==> src/rtl/l2_fwd_stall_buf.sv <==
// l2_fwd_stall_buf
// Holds one forwarded coherence message that collided with an outstanding
// request-buffer entry. The forward is parked until that entry retires and is
// then replayed to the L2 controller over a valid/ready handshake. A
// saturating stall-age counter drives a sticky watchdog flag.
module l2_fwd_stall_buf #(
  parameter int N_REQS    = 4,
  parameter int REQS_BITS = $clog2(N_REQS),
  parameter int ADDR_BITS = 32,
  parameter int MSG_BITS  = 2,
  parameter int ID_BITS   = 4,
  parameter int TIMEOUT   = 1023
) (
  input  logic                 clk,
  input  logic                 rst,
  input  logic                 set_fwd_stall,
  input  logic                 clr_fwd_stall,
  input  logic                 set_fwd_stall_i,
  input  logic [REQS_BITS-1:0] fwd_stall_i_wr_data,
  input  logic [MSG_BITS-1:0]  fwd_msg_in,
  input  logic [ADDR_BITS-1:0] fwd_addr_in,
  input  logic [ID_BITS-1:0]   fwd_id_in,
  input  logic                 retire_valid,
  input  logic [REQS_BITS-1:0] retire_i,
  output logic                 fwd_stall,
  output logic [REQS_BITS-1:0] fwd_stall_i,
  output logic                 replay_valid,
  input  logic                 replay_ready,
  output logic [MSG_BITS-1:0]  replay_msg,
  output logic [ADDR_BITS-1:0] replay_addr,
  output logic [ID_BITS-1:0]   replay_id,
  output logic                 stall_timeout
);

  localparam logic [1:0] ST_IDLE    = 2'd0;
  localparam logic [1:0] ST_STALLED = 2'd1;
  localparam logic [1:0] ST_REPLAY  = 2'd2;

  localparam int          AGE_BITS  = 10;
  localparam logic [9:0]  AGE_MAX   = 10'h3FF;
  localparam logic [9:0]  TIMEOUT_C = 10'(TIMEOUT);

  logic [1:0]           state_q, state_d;
  logic [REQS_BITS-1:0] idx_q, idx_d;
  logic [MSG_BITS-1:0]  msg_q, msg_d;
  logic [ADDR_BITS-1:0] addr_q, addr_d;
  logic [ID_BITS-1:0]   id_q, id_d;
  logic [AGE_BITS-1:0]  age_q, age_d;
  logic                 timeout_q, timeout_d;
  logic                 fwd_stall_q, fwd_stall_d;
  logic                 replay_valid_q, replay_valid_d;

  logic capture;
  logic load;
  logic retire_hits_new;
  logic retire_hits_held;

  // A peek only parks the forward when it completed, flagged a stall, and
  // was not simultaneously cleared.
  assign capture          = set_fwd_stall_i & set_fwd_stall & ~clr_fwd_stall;
  assign retire_hits_new  = retire_valid && (retire_i == fwd_stall_i_wr_data);
  assign retire_hits_held = retire_valid && (retire_i == idx_q);

  // Next-state and payload-load decision.
  always_comb begin
    // NOTE: every signal assigned here gets a default first, so no path can
    // leave it unassigned and infer a latch.
    state_d = state_q;
    load    = 1'b0;
    case (state_q)
      ST_IDLE: begin
        if (capture) begin
          load    = 1'b1;
          state_d = retire_hits_new ? ST_REPLAY : ST_STALLED;
        end
      end
      ST_STALLED: begin
        // Captures here are protocol errors and are dropped.
        if (retire_hits_held) state_d = ST_REPLAY;
      end
      ST_REPLAY: begin
        if (replay_ready) begin
          if (capture) begin
            load    = 1'b1;
            state_d = ST_STALLED;
          end else begin
            state_d = ST_IDLE;
          end
        end
      end
      default: state_d = ST_IDLE;
    endcase
  end

  // Payload, stall age and registered output values.
  always_comb begin
    idx_d  = load ? fwd_stall_i_wr_data : idx_q;
    msg_d  = load ? fwd_msg_in          : msg_q;
    addr_d = load ? fwd_addr_in         : addr_q;
    id_d   = load ? fwd_id_in           : id_q;

    age_d = age_q;
    if (state_d == ST_STALLED && state_q != ST_STALLED) begin
      age_d = '0;
    end else if (state_q == ST_STALLED && age_q != AGE_MAX) begin
      age_d = age_q + 10'd1;
    end

    timeout_d      = timeout_q | ((state_q == ST_STALLED) && (age_q == TIMEOUT_C));
    fwd_stall_d    = (state_d != ST_IDLE);
    replay_valid_d = (state_d == ST_REPLAY);
  end

  // State registers; reset discards any held forward immediately.
  always_ff @(posedge clk or negedge rst) begin
    if (!rst) begin
      state_q        <= ST_IDLE;
      idx_q          <= '0;
      msg_q          <= '0;
      addr_q         <= '0;
      id_q           <= '0;
      age_q          <= '0;
      timeout_q      <= 1'b0;
      fwd_stall_q    <= 1'b0;
      replay_valid_q <= 1'b0;
    end else begin
      // NOTE: non-blocking assignments so every register samples the
      // pre-edge values regardless of statement order.
      state_q        <= state_d;
      idx_q          <= idx_d;
      msg_q          <= msg_d;
      addr_q         <= addr_d;
      id_q           <= id_d;
      age_q          <= age_d;
      timeout_q      <= timeout_d;
      fwd_stall_q    <= fwd_stall_d;
      replay_valid_q <= replay_valid_d;
    end
  end

  assign fwd_stall     = fwd_stall_q;
  assign fwd_stall_i   = idx_q;
  assign replay_valid  = replay_valid_q;
  assign replay_msg    = msg_q;
  assign replay_addr   = addr_q;
  assign replay_id     = id_q;
  assign stall_timeout = timeout_q;

endmodule
==> config.mk <==
export PLATFORM = sky130hd
export DESIGN_NAME = l2_fwd_stall_buf
export DESIGN_NICKNAME = d
export VERILOG_FILES = /design/src/rtl/l2_fwd_stall_buf.sv
export SDC_FILE = /design/constraint.sdc
export NUM_CORES = 1
export LEC_CHECK = 0
export ABC_AREA = 1
export CAP_MARGIN = 15
export CORE_UTILIZATION = 48
export CTS_CLUSTER_DIAMETER = 30
export DETAILED_ROUTE_END_ITERATION = 7
export GPL_ROUTABILITY_DRIVEN = 0
export GPL_TIMING_DRIVEN = 1
export PLACE_DENSITY_LB_ADDON = 0.05
export SYNTH_ARGS = -nofsm -noshare
export SYNTH_HDL_FRONTEND = slang
export SYNTH_SLANG_ARGS = --single-unit
==> constraint.sdc <==
create_clock -name clk -period 2.5 [get_ports clk]
set_input_delay 0.75 -clock clk [delete_from_list [all_inputs] [get_ports clk]]
set_output_delay 0.75 -clock clk [all_outputs]
set_load 0.03 [all_outputs]
## Yosys cells after proc, flatten, opt, wreduce, memory -nomap -nowiden

Index checks and enable logic that the tools add are counted.

| cells by class | value |
|---|---|
| reductions and logical operators | 8 |
| multiplexer cells | 11 |
| equal/unequal tests | 9 |
| bitwise gates (word level) | 4 |
| add/subtract/negate cells | 1 |

Operators by type and width:

| kind | number |
|---|---|
| $mux 10 | 2 |
| $add 10x1->10 const B | 1 |
| $eq 10x10->1 const B | 1 |
| $ne 10x10->1 const B | 1 |
| $mux 2 | 4 |
| $pmux 2 s3 | 1 |
| $logic_and 1x1->1 | 5 |
| $eq 2x1->1 const B | 2 |
| $eq 2x2->1 | 2 |
| $eq 2x2->1 const B | 2 |
| $reduce_bool 2->1 | 2 |
| $mux 1 | 3 |
| $and 1x1->1 | 2 |
| $logic_not 2->1 | 1 |
| $ne 2x1->1 const B | 1 |
| $pmux 1 s2 | 1 |
| $not 1->1 | 1 |
| $or 1x1->1 | 1 |

| word-level totals | value |
|---|---|
| word-level logic and storage cells | 42 |
| register bits | 55 |

## Logic depth before layout (Yosys ltp)

Gate-level depths: netlist of the first run.

| depth | value |
|---|---|
| depth in word-level cells | 8 |
| gate-level depth with buffers | 8 |
| mapped depth without buffers | 8 |

## Least setup slack after synthesis of the first run

Ideal clock, no wire load.

| timing path | value |
|---|---|
| path type | input to register |
| from | in set_fwd_stall_i |
| to | reg addr_q[23], in the netlist replay_addr[23] |
| setup slack | 902 ps |
| arrival | 1481 ps |
| buffers on the path | 2 |
| data required time | 2383 ps |
| stages | 7 |
| cells stage by stage | nand2_1 nor2_2 nand3_2 buf_2 buf_2 nand3_1 nand2_1 |

| on the way | value |
|---|---|
| cells in the longest elaborated chain, start to end | 5 |

Ends and longest elaborated chain:

| element | RTL line | source |
|---|---|---|
| start, declared | 18 | `input logic set_fwd_stall_i,` |
| $and 1x1->1 * (2 in series) | 60 | `assign capture = set_fwd_stall_i & set_fwd_stall & ~clr_fwd_stall;` |
| $mux 1 * | 72, 83 |  |
| $mux 1 | 82 | `if (replay_ready) begin` |
| $pmux 1 s2 * | 70 | `case (state_q)` |
| end signal, assigned | 132 | `addr_q <= addr_d;` |
| end, declared | 46 | `logic [ADDR_BITS-1:0] addr_q, addr_d;` |

Every way passes the cells marked *; elsewhere a longest branch is shown, timed or not.
A chain may end at the register's enable or synchronous reset.

## Worst setup path after layout of the first run

| timing path | value |
|---|---|
| from | reg idx_q[1], in the netlist fwd_stall_i[1] |
| to | out fwd_stall_i[1] |

RTL lines:

| element | RTL line | source |
|---|---|---|
| start, declared | 44 | `logic [REQS_BITS-1:0] idx_q, idx_d;` |
| start signal, assigned | 130 | `idx_q <= idx_d;` |
| end, declared | 26 | `output logic [REQS_BITS-1:0] fwd_stall_i,` |

No word-level cell between the ends.

==> results of run 1 <==
layer usage:
layer / share of wire / GRT usage / up-vias / routed length [µm]
met5: 0 / 0 / - / 0
met4: 0.016 / 0.07966 / 0 / 95
met3: 0.060 / 0.05285 / 7 / 366
met2: 0.48 / 0.3874 / 72 / 2918
met1: 0.44 / 0.3021 / 1083 / 2710
li1: - / - / 1168 / -
power by group:
group          internal [mW]  switching (mW)  total (mW)  leakage (nW)
registers               1.26           0.248        1.51         0.697
clock network          0.197           0.272       0.469        0.0422
logic                  0.874            1.21        2.09          1.02
total                   2.34            1.73        4.07          1.76
state kept, by name, indices dropped and copies added (netlist names):
name           count
replay_addr       32
replay_msg         2
age_q             10
fwd_stall_i        2
state_q            2
stall_timeout      1
replay_id          4
replay_valid       1
fwd_stall          1
worst min path at each step:
stage,start,endpoint,slack [ps],depth (start not counted)
6_report,rst,stall_timeout$_DFF_PN0_,340,1
5_1_grt,rst,stall_timeout$_DFF_PN0_,370,1
4_1_cts,rst,stall_timeout$_DFF_PN0_,350,1
3_5_place_dp,stall_timeout$_DFF_PN0_,stall_timeout$_DFF_PN0_,470,1
3_3_place_gp,stall_timeout$_DFF_PN0_,stall_timeout$_DFF_PN0_,460,1
2_1_floorplan,rst,age_q[0]$_DFFE_PN0P_,450,0
cells by family (layout without fill, tap and decap cells):
group,count (synthesis),count (layout),share of synthesized area
and+or+nand+nor,208,208,0.3557
DFF,55,55,0.5464
buffers and inverters,37,134,0.06210
AOI/OAI and AO/OA,9,9,0.02733
adders and majority gates,1,1,0.004967
xor gates and xnor gates,1,1,0.003478
layout make-up:
type                            instances  area [µm²]  share of cell area
Sequential cell                        55        1376              0.3808
Timing Repair Buffer                  101       993.5              0.2748
Multi-Input combinational cell        219       985.9              0.2728
Tap cell                               67       83.83             0.02319
Clock inverter                          1       5.005            0.001385
Inverter                               25       93.84             0.02596
Clock buffer                            7       76.32             0.02111
cells in the mapped netlist (all sizes together):
cell,n
nor2,24
o21bai,1
or2,1
nand3,53
buf,7
nand4,4
xor2,1
nand2,125
inv,25
a21boi,1
ha,1
o21ai,2
nor3,1
clkbuf,5
dfrtp,55
a21oi,5
==> results.txt, run 1 <==
Status = completed
Cell family with most CP delay = buffers and inverters
Unrepaired setup endpoints after global routing = false
All-Layer GR Usage = 0.2334
Worst slew pin tran = 496.8 ps
Final Max Slew Viols = 0
Synth unique cells = 25
WP depth = 1
WL/cell = 12.82 µm
Final Power = 4.070 mW
CP required = 1750 ps
NumNets Final = 457
Synthesized net count = 361
# setup viols final = 0
Pwr per Cell Area = 1126 nW/µm²
Total grt overflow = 0
Drt first pass iters = 4
Post-DP Area = 3533 µm²
CP peak stage delay = 710 ps
Kind of critical path = reg2out
Clock-pin slew on the worst setup and hold paths = 100 ps
Post-place setup slack = 222.3 ps
Die area = 5541 µm²
WHS = 344.9 ps
Initial antenna violation count = 0
Min cycle time layout = 2174 ps
First-pass GRT wire length = 9818 µm
Most common cell after layout, fill and taps aside = nand2_1
Final setup TNS = 0 ps
Worst Setup EP = fwd_stall_i[1]
Top post-synthesis cells by area = dfrtp_1 (55%), nand2_1 (18%), nand3_1 (10%)
FF-to-FF Start = age_q[1]$_DFFE_PN0P_
Postcts setup bufs = 0
Final Hold Fails = 0
Flop-to-flop setup slack = 890 ps
Clk buf depth = 2
CTS Buf Count = 5
Share of layout cells above drive strength 1 = 0.08333
I/O Buffers = 91
Vias in the first global route = 2,211
CTS Root Cell = clkbuf_8
Synthesis-to-finish area growth = 43.52%
FMAX = 460.0 MHz
Worst slew margin = 0.6662
# rows = 25
Critical path buffer and inverter count = 1
Initial Utilization = 0.5162
R2R depth = 7
Post-Layout Cell Count = 475
CTS tree = done
Final antenna-violating net count = 0
Yosys warns = 0
Critical path origin = fwd_stall_i[1]$_DFFE_PN0P_
Syn Std Cell Area = 2519 µm²
DP HPWL = 4491 µm
Antenna diodes = 0
Worst-case clock skew = 9.888 ps
Setup ws final = 326.0 ps
Area leader, netlist = dfrtp_1
Slowest cell on crit path = clkdlybuf4s50_1
Leakage = 1.761 nW
Final wirelength = 6090 µm
Chip width = 74.44 µm
Final Util = 0.7408
Worst Hold Class = in2async
Sequential share of the synthesized area = 0.5464
Crit start category = flip-flop
H-tree depth = 2
DRC viols = 0
Max-cap violations = 0
Iter 0 DRT Violations = 135
Commonest non-fill, non-tap cells in the layout = nand2_1 (122), clkdlybuf4s50_1 (90), dfrtp_1 (55)
Ports = 92
Worst Setup End Kind = output pin
Die H = 74.44 µm
TritonCTS Sinks = 55
# fillers = 410
Worst VDD drop = 0.0006661 V
R2r endpoint = age_q[1]$_DFFE_PN0P_
Vias post-DR = 2,330
Fin crit share = 0.8696
Synth top area share = 0.5464
Maximum fanout along the worst path = 3
Cts hold-fix bufs = 0
Placed cell count = 467
Largest net degree at the start of global routing = 30
CP cell instances = clkdlybuf4s50_1
Via/cell ratio = 4.905
Synthesized area per cell = 8.099 µm²
CP arrival = 1420 ps
Mapped Cells = 311
Final instance area = 3615 µm²
Core Area = 4880 µm²
Post-CTS resize count = 0
Clk_lat worst skew = 310 ps
#FFs+latches synth = 55
No activity file was read; power rests on OpenSTA's default activity.
==> run 2, diff against run 1 <==
==> constraint.sdc (replaced) <==
create_clock -name clk -period 2.5 [get_ports clk]
set_input_delay 0.5 -clock clk [delete_from_list [all_inputs] [get_ports clk]]
set_output_delay 0.5 -clock clk [all_outputs]
set_load 0.03 [all_outputs]
==> run 2 against run 1 <==
- maximum frequency rose by 14%
- clock-buffer cell count fell by 1
- cell area rose by 0.31%
- largest power group unchanged
==> results.txt, run 2 (synthesis gave the netlist of run 1 again) <==
R2r endpoint = fwd_stall$_DFF_PN0_
Critical path origin = fwd_stall_i[1]$_DFFE_PN0P_
Worst-case clock skew = 7.844 ps (-2.044 ps)
Clock power frac = 0.145 (+0.030)
NumNets Final = 452 (-1.1%)
Core Area = 4880 µm² (unchanged)
DRC viols = 0 (unchanged)
Worst VDD drop = 0.0007168 V (+7.6%)
FMAX = 526.3 MHz (+14%)
Worst Setup End Kind = output pin
Cell family with most CP delay = buffers and inverters
# fillers = 394 (-3.9%)
Crit start category = flip-flop
WP depth = 1 (unchanged)
Share of layout cells above drive strength 1 = 0.07692 (-0.006410)
TritonCTS Sinks = 55 (unchanged)
Max reg flops = 32 (unchanged)
CTS Buf Count = 5 (unchanged)
Cts hold-fix bufs = 0 (unchanged)
WHS = 176.9 ps (-168.0 ps)
Total grt overflow = 0 (unchanged)
Final Hold Fails = 0 (unchanged)
Maximum fanout along the worst path = 3 (unchanged)
Commonest non-fill, non-tap cells in the layout = nand2_1 (122), clkdlybuf4s50_1 (90), dfrtp_1 (55)
Fin crit share = 0.7600 (-0.1097)
Worst slew pin tran = 562.2 ps (+65.40 ps)
Part of the power in combinational logic = 0.495 (-0.018)
Antenna diodes = 0 (unchanged)
Clk buf depth = 2 (unchanged)
Unrepaired setup endpoints after global routing = false
# setup viols final = 0 (unchanged)
Flop pwr share = 0.361 (-0.011)
CP arrival = 1400 ps (-20 ps)
R2R depth = 7 (unchanged)
Max-cap violations = 0 (unchanged)
Clk_lat worst skew = 310 ps (about the same)
Initial antenna violation count = 0 (unchanged)
Status = completed
CTS Root Cell = clkbuf_8
Post-CTS resize count = 0 (unchanged)
WL/cell = 12.70 µm (-0.96%)
Worst Setup EP = fwd_stall_i[1]
Ports = 92 (unchanged)
Initial Utilization = 0.5162 (unchanged)
I/O Buffers = 91 (unchanged)
Drt first pass iters = 6 (+2)
CTS tree = done
CP required = 2000 ps (+250 ps)
Postcts setup bufs = 0 (unchanged)
Leakage = 1.762 nW (about the same)
Via/cell ratio = 4.906 (about the same)
CP peak stage delay = 720 ps (about the same)
Die H = 74.44 µm (unchanged)
Min cycle time layout = 1900 ps (-274.1 ps)
Largest net degree at the start of global routing = 42 (+40%)
Iter 0 DRT Violations = 136 (+0.74%)
Final wirelength = 5968 µm (-2.0%)
Pwr per Cell Area = 1156 nW/µm² (+2.7%)
Final antenna-violating net count = 0 (unchanged)
Final setup TNS = 0 ps (unchanged)
# rows = 25 (unchanged)
Kind of critical path = reg2out
Switching power = 1.735 mW (about the same)
H-tree depth = 2 (unchanged)
Vias in the first global route = 2,280 (+3.1%)
FF-to-FF Start = state_q[1]$_DFF_PN0_
Chip width = 74.44 µm (unchanged)
First-pass GRT wire length = 9818 µm (unchanged)
Vias post-DR = 2,306 (-1.0%)
Final Max Slew Viols = 0 (unchanged)
Int Pwr = 2.458 mW (+5.2%)
Worst Hold Class = in2async
Die area = 5541 µm² (unchanged)
Synthesis-to-finish area growth = 43.96%
Critical path buffer and inverter count = 1 (unchanged)
All-Layer GR Usage = 0.2317 (-0.001649)
Most common cell after layout, fill and taps aside = nand2_1
Slowest cell on crit path = clkdlybuf4s50_1
Flop-to-flop setup slack = 880 ps (about the same)
Clock-pin slew on the worst setup and hold paths = 100 ps (about the same)
DP HPWL = 4370 µm (-2.7%)
CP cell instances = clkdlybuf4s50_1
Worst slew margin = 0.6252 (-0.04105)
Switching Fraction = 0.4138 (-0.01226)
[run 2: cell count changes in the layout (fill, tap and decap cells not counted)]
cell	previous run	this run
buf_12	1	2
buf_4	9	3
bufinv_16	0	1
clkbuf_1	2	0
clkbuf_8	5	6
[run 2: power groups by stage]
stage	combinational [mW]	sequential (mW)	clock (mW)
finish	2.07	1.51	0.606
global route	2.24	1.55	0.649
CTS	2.09	1.51	0.620
detailed placement	2.09	1.51	0
global placement	2.05	1.51	0
floorplan	0.577	2.12	0
[run 2: final cells by class]
| type | instances | area [µm²] | area share |
|---|---|---|---|
| clock buffers | 6 | 82.58 | 0.02277 |
| clock inverters | 2 | 35.03 | 0.009662 |
| inverters | 25 | 93.84 | 0.02588 |
| multi-input cells | 219 | 985.9 | 0.2719 |
| flip-flops and latches | 55 | 1376 | 0.3796 |
| well taps | 67 | 83.83 | 0.02312 |
| repair buffers | 96 | 968.4 | 0.2671 |
[run 2: stage by stage]
step	cell area (µm²)	power [mW]	setup slack (ps)	instances	utilization
2_1_floorplan	2519	2.697	1152	311	-
4_1_cts	3626	4.221	583.4	470	0.7431
6_report	3626	4.192	600.1	470	0.7431
3_5_place_dp	3508	3.602	401.5	462	0.7190
5_1_grt	3626	4.442	550.3	470	0.7431
3_3_place_gp	3508	3.561	430.3	462	0.7190
[run 2: routing by layer]
metal,wire length (µm),vias to the layer above,part of all wire,GRT usage
li1,-,1160,-,-
met1,2585,1081,0.43,0.2784
met2,2934,59,0.49,0.4014
met3,396,6,0.066,0.07588
met4,52,0,0.0087,0.05870
met5,0,-,0,0
[run 2: worst min path at each step]
| stage | to | slack (ps) | depth (start not counted) |
|---|---|---|---|
| floorplan | age_q[0]$_DFFE_PN0P_ | 200 | 0 |
| global placement | stall_timeout$_DFF_PN0_ | 460 | 1 |
| detailed placement | stall_timeout$_DFF_PN0_ | 460 | 1 |
| CTS | age_q[0]$_DFFE_PN0P_ | 190 | 1 |
| global route | age_q[0]$_DFFE_PN0P_ | 210 | 1 |
| finish | age_q[0]$_DFFE_PN0P_ | 180 | 1 |
